`src/rtl/data_memory_ctrl.sv`:
```
// ---------------------------------------------------------------------------
// data_memory_ctrl
//
// Byte-addressable data memory for the MIPS datapath. Supports byte, half
// and word loads/stores (little-endian, sign/zero extended loads), a
// valid/ready request handshake, a fixed READ_LAT response pipeline, error
// reporting for misaligned / reserved-size / out-of-range requests, and a
// zeroing sweep of the whole array after every reset.
//
// Ports
//   i_clk           clock, all state on rising edge
//   i_rst_n         asynchronous active-low reset
//   i_req_valid     request present
//   o_req_ready     controller accepts a request this cycle (READY state)
//   i_req_we        1 = store, 0 = load
//   i_req_size      0 = byte, 1 = half, 2 = word, 3 = reserved (error)
//   i_req_unsigned  loads: 1 = zero-extend, 0 = sign-extend
//   i_req_addr      byte address
//   i_req_wdata     store data, byte/half taken from the low bits
//   o_rsp_valid     one-cycle pulse per accepted request
//   o_rsp_rdata     extended load result, 0 for stores and errors
//   o_rsp_err       error flag, qualified by o_rsp_valid
// ---------------------------------------------------------------------------
module data_memory_ctrl #(
   parameter int DEPTH    = 64,
   parameter int ADDR_W   = 8,
   parameter int READ_LAT = 1
) (
   input  logic              i_clk,
   input  logic              i_rst_n,
   input  logic              i_req_valid,
   output logic              o_req_ready,
   input  logic              i_req_we,
   input  logic [1:0]        i_req_size,
   input  logic              i_req_unsigned,
   input  logic [ADDR_W-1:0] i_req_addr,
   input  logic [31:0]       i_req_wdata,
   output logic              o_rsp_valid,
   output logic [31:0]       o_rsp_rdata,
   output logic              o_rsp_err
);

   localparam int IDX_W = ADDR_W - 2;

   typedef enum logic {
      INIT,
      READY
   } state_t;

   state_t            r_state;
   state_t            w_nextState;
   logic [IDX_W-1:0]  r_initCnt;
   logic              w_initWe;
   logic              w_initDone;
   logic [31:0]       r_mem [DEPTH];

   logic [IDX_W-1:0]  w_wordIdx;
   logic [31:0]       w_wordIdx32;
   logic              w_sizeErr;
   logic              w_misaligned;
   logic              w_rangeErr;
   logic              w_err;
   logic              w_accept;
   logic              w_storeEn;
   logic [3:0]        w_byteEn;
   logic [31:0]       w_wrData;
   logic [31:0]       w_rdWord;
   logic [31:0]       w_shifted;
   logic [31:0]       w_loadData;
   logic [31:0]       w_rspData;

   logic [READ_LAT-1:0] r_pipeVld;
   logic [READ_LAT-1:0] r_pipeErr;
   logic [31:0]         r_pipeData [READ_LAT];

   // State register: reset always restarts the zeroing sweep
   always_ff @(posedge i_clk or negedge i_rst_n) begin
      if (!i_rst_n) begin
         r_state <= INIT;
      end else begin
         r_state <= w_nextState;
      end
   end

   // Next-state logic: leave INIT once the last word has been cleared
   always_comb begin
      w_nextState = r_state;
      case (r_state)
         INIT:    if (w_initDone) w_nextState = READY;
         READY:   w_nextState = READY;
         default: w_nextState = INIT;
      endcase
   end

   // Output logic: requests are only taken once the sweep is finished
   always_comb begin
      o_req_ready = 1'b0;
      w_initWe    = 1'b0;
      case (r_state)
         INIT:    w_initWe    = 1'b1;
         READY:   o_req_ready = 1'b1;
         default: w_initWe    = 1'b0;
      endcase
   end

   assign w_initDone = (r_initCnt == IDX_W'(DEPTH - 1));

   // Sweep counter, one word per cycle while in INIT
   always_ff @(posedge i_clk or negedge i_rst_n) begin
      if (!i_rst_n) begin
         r_initCnt <= '0;
      end else if (w_initWe) begin
         r_initCnt <= r_initCnt + 1'b1;
      end
   end

   // Request decode: error classification, lane enables and load extraction
   always_comb begin
      w_wordIdx    = i_req_addr[ADDR_W-1:2];
      w_wordIdx32  = 32'(w_wordIdx);
      w_rangeErr   = (w_wordIdx32 >= 32'(DEPTH));
      w_sizeErr    = 1'b0;
      w_misaligned = 1'b0;
      w_byteEn     = 4'b0000;
      w_wrData     = i_req_wdata;
      w_rdWord     = r_mem[w_wordIdx];
      // Halves are only legal with addr[0]=0, so one byte-granular shift
      // brings either a byte or a half lane down to bit 0
      w_shifted    = w_rdWord >> {i_req_addr[1:0], 3'b000};
      w_loadData   = w_rdWord;
      case (i_req_size)
         2'd0: begin
            w_byteEn   = 4'b0001 << i_req_addr[1:0];
            w_wrData   = {4{i_req_wdata[7:0]}};
            w_loadData = i_req_unsigned ? {24'h0, w_shifted[7:0]}
                                        : {{24{w_shifted[7]}}, w_shifted[7:0]};
         end
         2'd1: begin
            w_misaligned = i_req_addr[0];
            w_byteEn     = i_req_addr[1] ? 4'b1100 : 4'b0011;
            w_wrData     = {2{i_req_wdata[15:0]}};
            w_loadData   = i_req_unsigned ? {16'h0, w_shifted[15:0]}
                                          : {{16{w_shifted[15]}}, w_shifted[15:0]};
         end
         2'd2: begin
            w_misaligned = |i_req_addr[1:0];
            w_byteEn     = 4'b1111;
         end
         default: begin
            w_sizeErr = 1'b1;
         end
      endcase
   end

   assign w_err     = w_sizeErr | w_misaligned | w_rangeErr;
   assign w_accept  = i_req_valid & o_req_ready;
   assign w_storeEn = w_accept & i_req_we & ~w_err;
   assign w_rspData = (w_err | i_req_we) ? 32'h0 : w_loadData;

   // Memory array: sweep writes have priority, stores write only enabled lanes
   always_ff @(posedge i_clk) begin
      if (w_initWe) begin
         r_mem[r_initCnt] <= '0;
      end else if (w_storeEn) begin
         for (int b = 0; b < 4; b++) begin
            if (w_byteEn[b]) begin
               r_mem[w_wordIdx][8*b +: 8] <= w_wrData[8*b +: 8];
            end
         end
      end
   end

   // Response pipeline: data only advances behind a valid bit, so the last
   // stage keeps showing the most recent response between pulses
   always_ff @(posedge i_clk or negedge i_rst_n) begin
      if (!i_rst_n) begin
         r_pipeVld <= '0;
         r_pipeErr <= '0;
         for (int i = 0; i < READ_LAT; i++) begin
            r_pipeData[i] <= '0;
         end
      end else begin
         r_pipeVld[0] <= w_accept;
         if (w_accept) begin
            r_pipeData[0] <= w_rspData;
            r_pipeErr[0]  <= w_err;
         end
         for (int i = 1; i < READ_LAT; i++) begin
            r_pipeVld[i] <= r_pipeVld[i-1];
            if (r_pipeVld[i-1]) begin
               r_pipeData[i] <= r_pipeData[i-1];
               r_pipeErr[i]  <= r_pipeErr[i-1];
            end
         end
      end
   end

   assign o_rsp_valid = r_pipeVld[READ_LAT-1];
   assign o_rsp_rdata = r_pipeData[READ_LAT-1];
   assign o_rsp_err   = r_pipeErr[READ_LAT-1];

endmodule

```
`config.mk`:
```
export PLATFORM = sky130hd
export DESIGN_NAME = data_memory_ctrl
export DESIGN_NICKNAME = d
export VERILOG_FILES = /design/src/rtl/data_memory_ctrl.sv
export SDC_FILE = /design/constraint.sdc
export NUM_CORES = 2
export LEC_CHECK = 0
export ABC_CLOCK_PERIOD_IN_PS = 4400
export BUFFER_PORTS_ARGS = -buffer_cell sky130_fd_sc_hd__buf_2
export CORE_ASPECT_RATIO = 1.25
export CORE_MARGIN = 2
export CORE_UTILIZATION = 47
export CTS_BUF_LIST = sky130_fd_sc_hd__clkbuf_4
export DETAILED_ROUTE_END_ITERATION = 8
export PLACE_DENSITY = 0.71
export SLEW_MARGIN = 20
export SYNTH_ARGS = -nofsm -noshare
export SYNTH_HDL_FRONTEND = slang
export SYNTH_SLANG_ARGS = --single-unit
```
`constraint.sdc`:
```
create_clock -name i_clk -period 4.4 [get_ports i_clk]
set_input_delay 0.66 -clock i_clk [delete_from_list [all_inputs] [get_ports i_clk]]
set_output_delay 0.66 -clock i_clk [all_outputs]
set_load 0.05 [all_outputs]
```
==> qor.csv <==
stage,metric,value,unit
yosys,Yosys warning count,0,
global_route,total track usage,0.2425,
critical_path,crit-path max FO,16,
yosys,ys async rst share,0.01963,
sta,max frequency,245.6,MHz
cts,clk slew on worst S/H paths,0.07,ns
placement,RePlAce Congestion,0.9834,
yosys,Post-synth top flop,edfxtp_1,
floorplanning,Core Area,0.1754,mm²
yosys,Synth Net Count,4167,
drt,DRT Wirelength,218700,µm
floorplanning,starting density of the core,0.4724,
cts,setup bufs post-CTS,0,
cts,H-tree levels,5,
global_route,total gr overflow,0,
floorplanning,IO Count,82,
sta,unrepaired setup endpoints after global routing,false,
sta,clk_skew,0.1293,ns
drt,Final ANT Viol Nets,0,
yosys,synth top area cells,"edfxtp_1 74%, mux4_2 14%, mux2i_1 1.6%",
drt,DRC viols,0,
cts,TritonCTS Buffers,467,
yosys,mapped cell area,0.08285,mm²
yosys,Mapped Cells,4115,
cells_and_area,fin nets,4935,
drt,Vias,45270,
critical_path,Crit. End Element,flip-flop,
yosys,post-synth top area share,0.7423,
yosys,Synth Area per Inst,20.13,µm²
flow_run,Max Cap Viol,0,
sta,Max-slew headroom,0.2200,
critical_path,required time worst endpoint,5.45,ns
placement,placed cell area,0.08898,mm²
critical_path,WP data arrival,5.12,ns
global_route,pin count of the biggest net entering global routing,84,
drt,Initial DRC Count,5762,
sta,Pins Over Slew Limit,0,
yosys,synthesis-stage register bit count,2089,
global_route,vias in the first global route,46900,
cells_and_area,P&R area growth vs syn,14.73,%
floorplanning,Die X-Extent,379.5,µm
cells_and_area,post-layout util,0.5419,
drt,routed vias/inst,5.973,
placement,PortBufs,81,
yosys,Post-synth EDFFs,2048,
power_and_ir_drop,Lkg Pwr,26.40,nW
placement,DP Wirelength,143900,µm
sta,worst slew pin tran,1.170,ns
sta,final period utilization,0.9255,
critical_path,crit path launch type,flip-flop,
global_route,first-pass GRT wire length,315000,µm
critical_path,crit path kind,flip-flop to flip-flop,
cells_and_area,fraction of layout cells with a size suffix above 1,0.3492,
sta,min cycle time layout,4.072,ns
cells_and_area,design area,0.09505,mm²
drt,DRT Pass-1 Iters,6,
drt,routed len/inst,28.86,µm
sta,Final Hold Fails,0,
power_and_ir_drop,total chip power,0.03715,W
power_and_ir_drop,Pwr Density,390.9,mW/mm²
yosys,commonest cells in the netlist,"2048 x edfxtp_1, 511 x mux4_2, 333 x nor2_1",
cts,TritonCTS clock tree,yes,
sta,final setup fails,0,
floorplanning,Die Area,0.1797,mm²
critical_path,"reg-to-reg slack, setup",0.33,ns
power_and_ir_drop,peak supply drop,0.2884,mV
yosys,register area share after synthesis,0.7547,
cts,Clock Latency Late Sink,1.46,ns
cts,clock root buffer,clkbuf_4,
floorplanning,Die Ht,473.4,µm
cts,Clock Path Buffers,4,
global_route,initial antenna violation count,5,
yosys,most common cell in the synthesized netlist,edfxtp_1,
yosys,Cell variety after synth,79,
hold_path,Hold Path Class,input pin to flip-flop,
cts,Sink Count,2089,
floorplanning,number of core rows,172,
run_status,status,"finished, final reports clean",
yosys,post-synth top area cell,edfxtp_1,
-- timing repair --
action / in CTS / in global routing
hold endpoints to repair: 397 / 0
resized for setup: 0 / 0
hold buffers: 31 / 0
-- worst paths after layout --
| path | startpoint | end | cells past startpoint |
|---|---|---|---|
| max | r_state | r_mem[60][21] | 8 |
| min | i_req_wdata[9] | r_mem[34][9] | 4 |
| max reg2reg | r_state | r_mem[60][21] | 8 |
| min reg2reg | o_rsp_err | o_rsp_err | 2 |
| max in group asynchronous | i_rst_n | r_initCnt[1] | 4 |
| min in group asynchronous | i_rst_n | o_rsp_rdata[14] | 4 |
-- area by class of cell --
class	instances	area [µm²]
Clock inverter	122	560.5
Tap cell	2349	2939
Clock buffer	684	5135
Sequential cell	2089	62530
Timing Repair Buffer	548	4382
Antenna cell	10	25.02
Fill cell	13340	80340
Inverter	13	53.80
Multi-Input combinational cell	1764	19430
-- layout by cell type, fill, tap and decap left out, drive strengths merged, types with 8 or more instances in the layout --
cell type	synthesis	routed
edfxtp	2048	2048
clkbuf	121	684
buf	128	517
mux4	511	511
nor2	333	333
nand2	185	185
mux2i	136	136
clkinv	3	116
o22ai	72	72
a22oi	71	71
a21oi	70	70
nand3	57	57
o21ai	44	44
dfrtp	41	41
dlygate4sd3	0	31
mux2	30	30
a221oi	25	25
a32oi	24	24
o211ai	22	22
and2	17	17
inv	10	16
nor3	14	14
a31oi	14	14
nand4	12	12
diode	0	10
nand2b	10	10
nor2b	10	10
a22o	9	9
nand3b	8	8
-- per-layer routing --
metal / global-route usage / up-vias / share of wire
met5: 0 / - / 0.000041
met4: 0.1340 / 2 / 0.055
li1: - / 18890 / -
met3: 0.05197 / 460 / 0.087
met2: 0.4036 / 2540 / 0.50
met1: 0.2969 / 23380 / 0.36
-- power by group --
part | internal [W] | switching, W
Sequential | 0.0215 | 0
Combinational | 0.000434 | 0.000805
Clock | 0.00726 | 0.00717
-- flip-flops by register name, summed over array words and instances, names as in the netlist --
register / count
r_initCnt: 6
o_rsp_rdata: 32
r_state: 1
r_mem: 2048
o_rsp_err: 1
o_rsp_valid: 1
-- stage by stage --
step / hold WS (ns) / setup slack (ns) / std cells / setup TNS, ns
floorplan: 0.3644 / -0.2059 / 4115 / -278.58
global placement: 0.4955 / -0.3286 / 6728 / -36.13
detailed placement: 0.5020 / -0.3881 / 6731 / -46.33
CTS: 0.0004200 / 0.1372 / 7568 / 0
global route: 0.03813 / 0.3044 / 7574 / 0
finish: 0.09895 / 0.3280 / 7579 / 0
-- worst max-delay path, stage by stage, from the launching register on --
cell and delay (ns):
dfrtp_1 0.49, nand2_1 0.13, inv_2 0.14, nand2b_1 0.17, or4_4 0.68, o41ai_1 0.70
nand2_1 0.62, nor2_1 0.49, buf_4 0.23
-- cell families after synthesis --
family | synth area share
muxes | 0.1594
xor gates and xnor gates | 0.0005287
DFF | 0.7547
and+or+nand+nor | 0.03493
AOI/OAI and AO/OA | 0.03345
buffers and inverters | 0.01623
adders and majority gates | 0.0007551
Note: power is estimated with default switching activity, not from simulation.
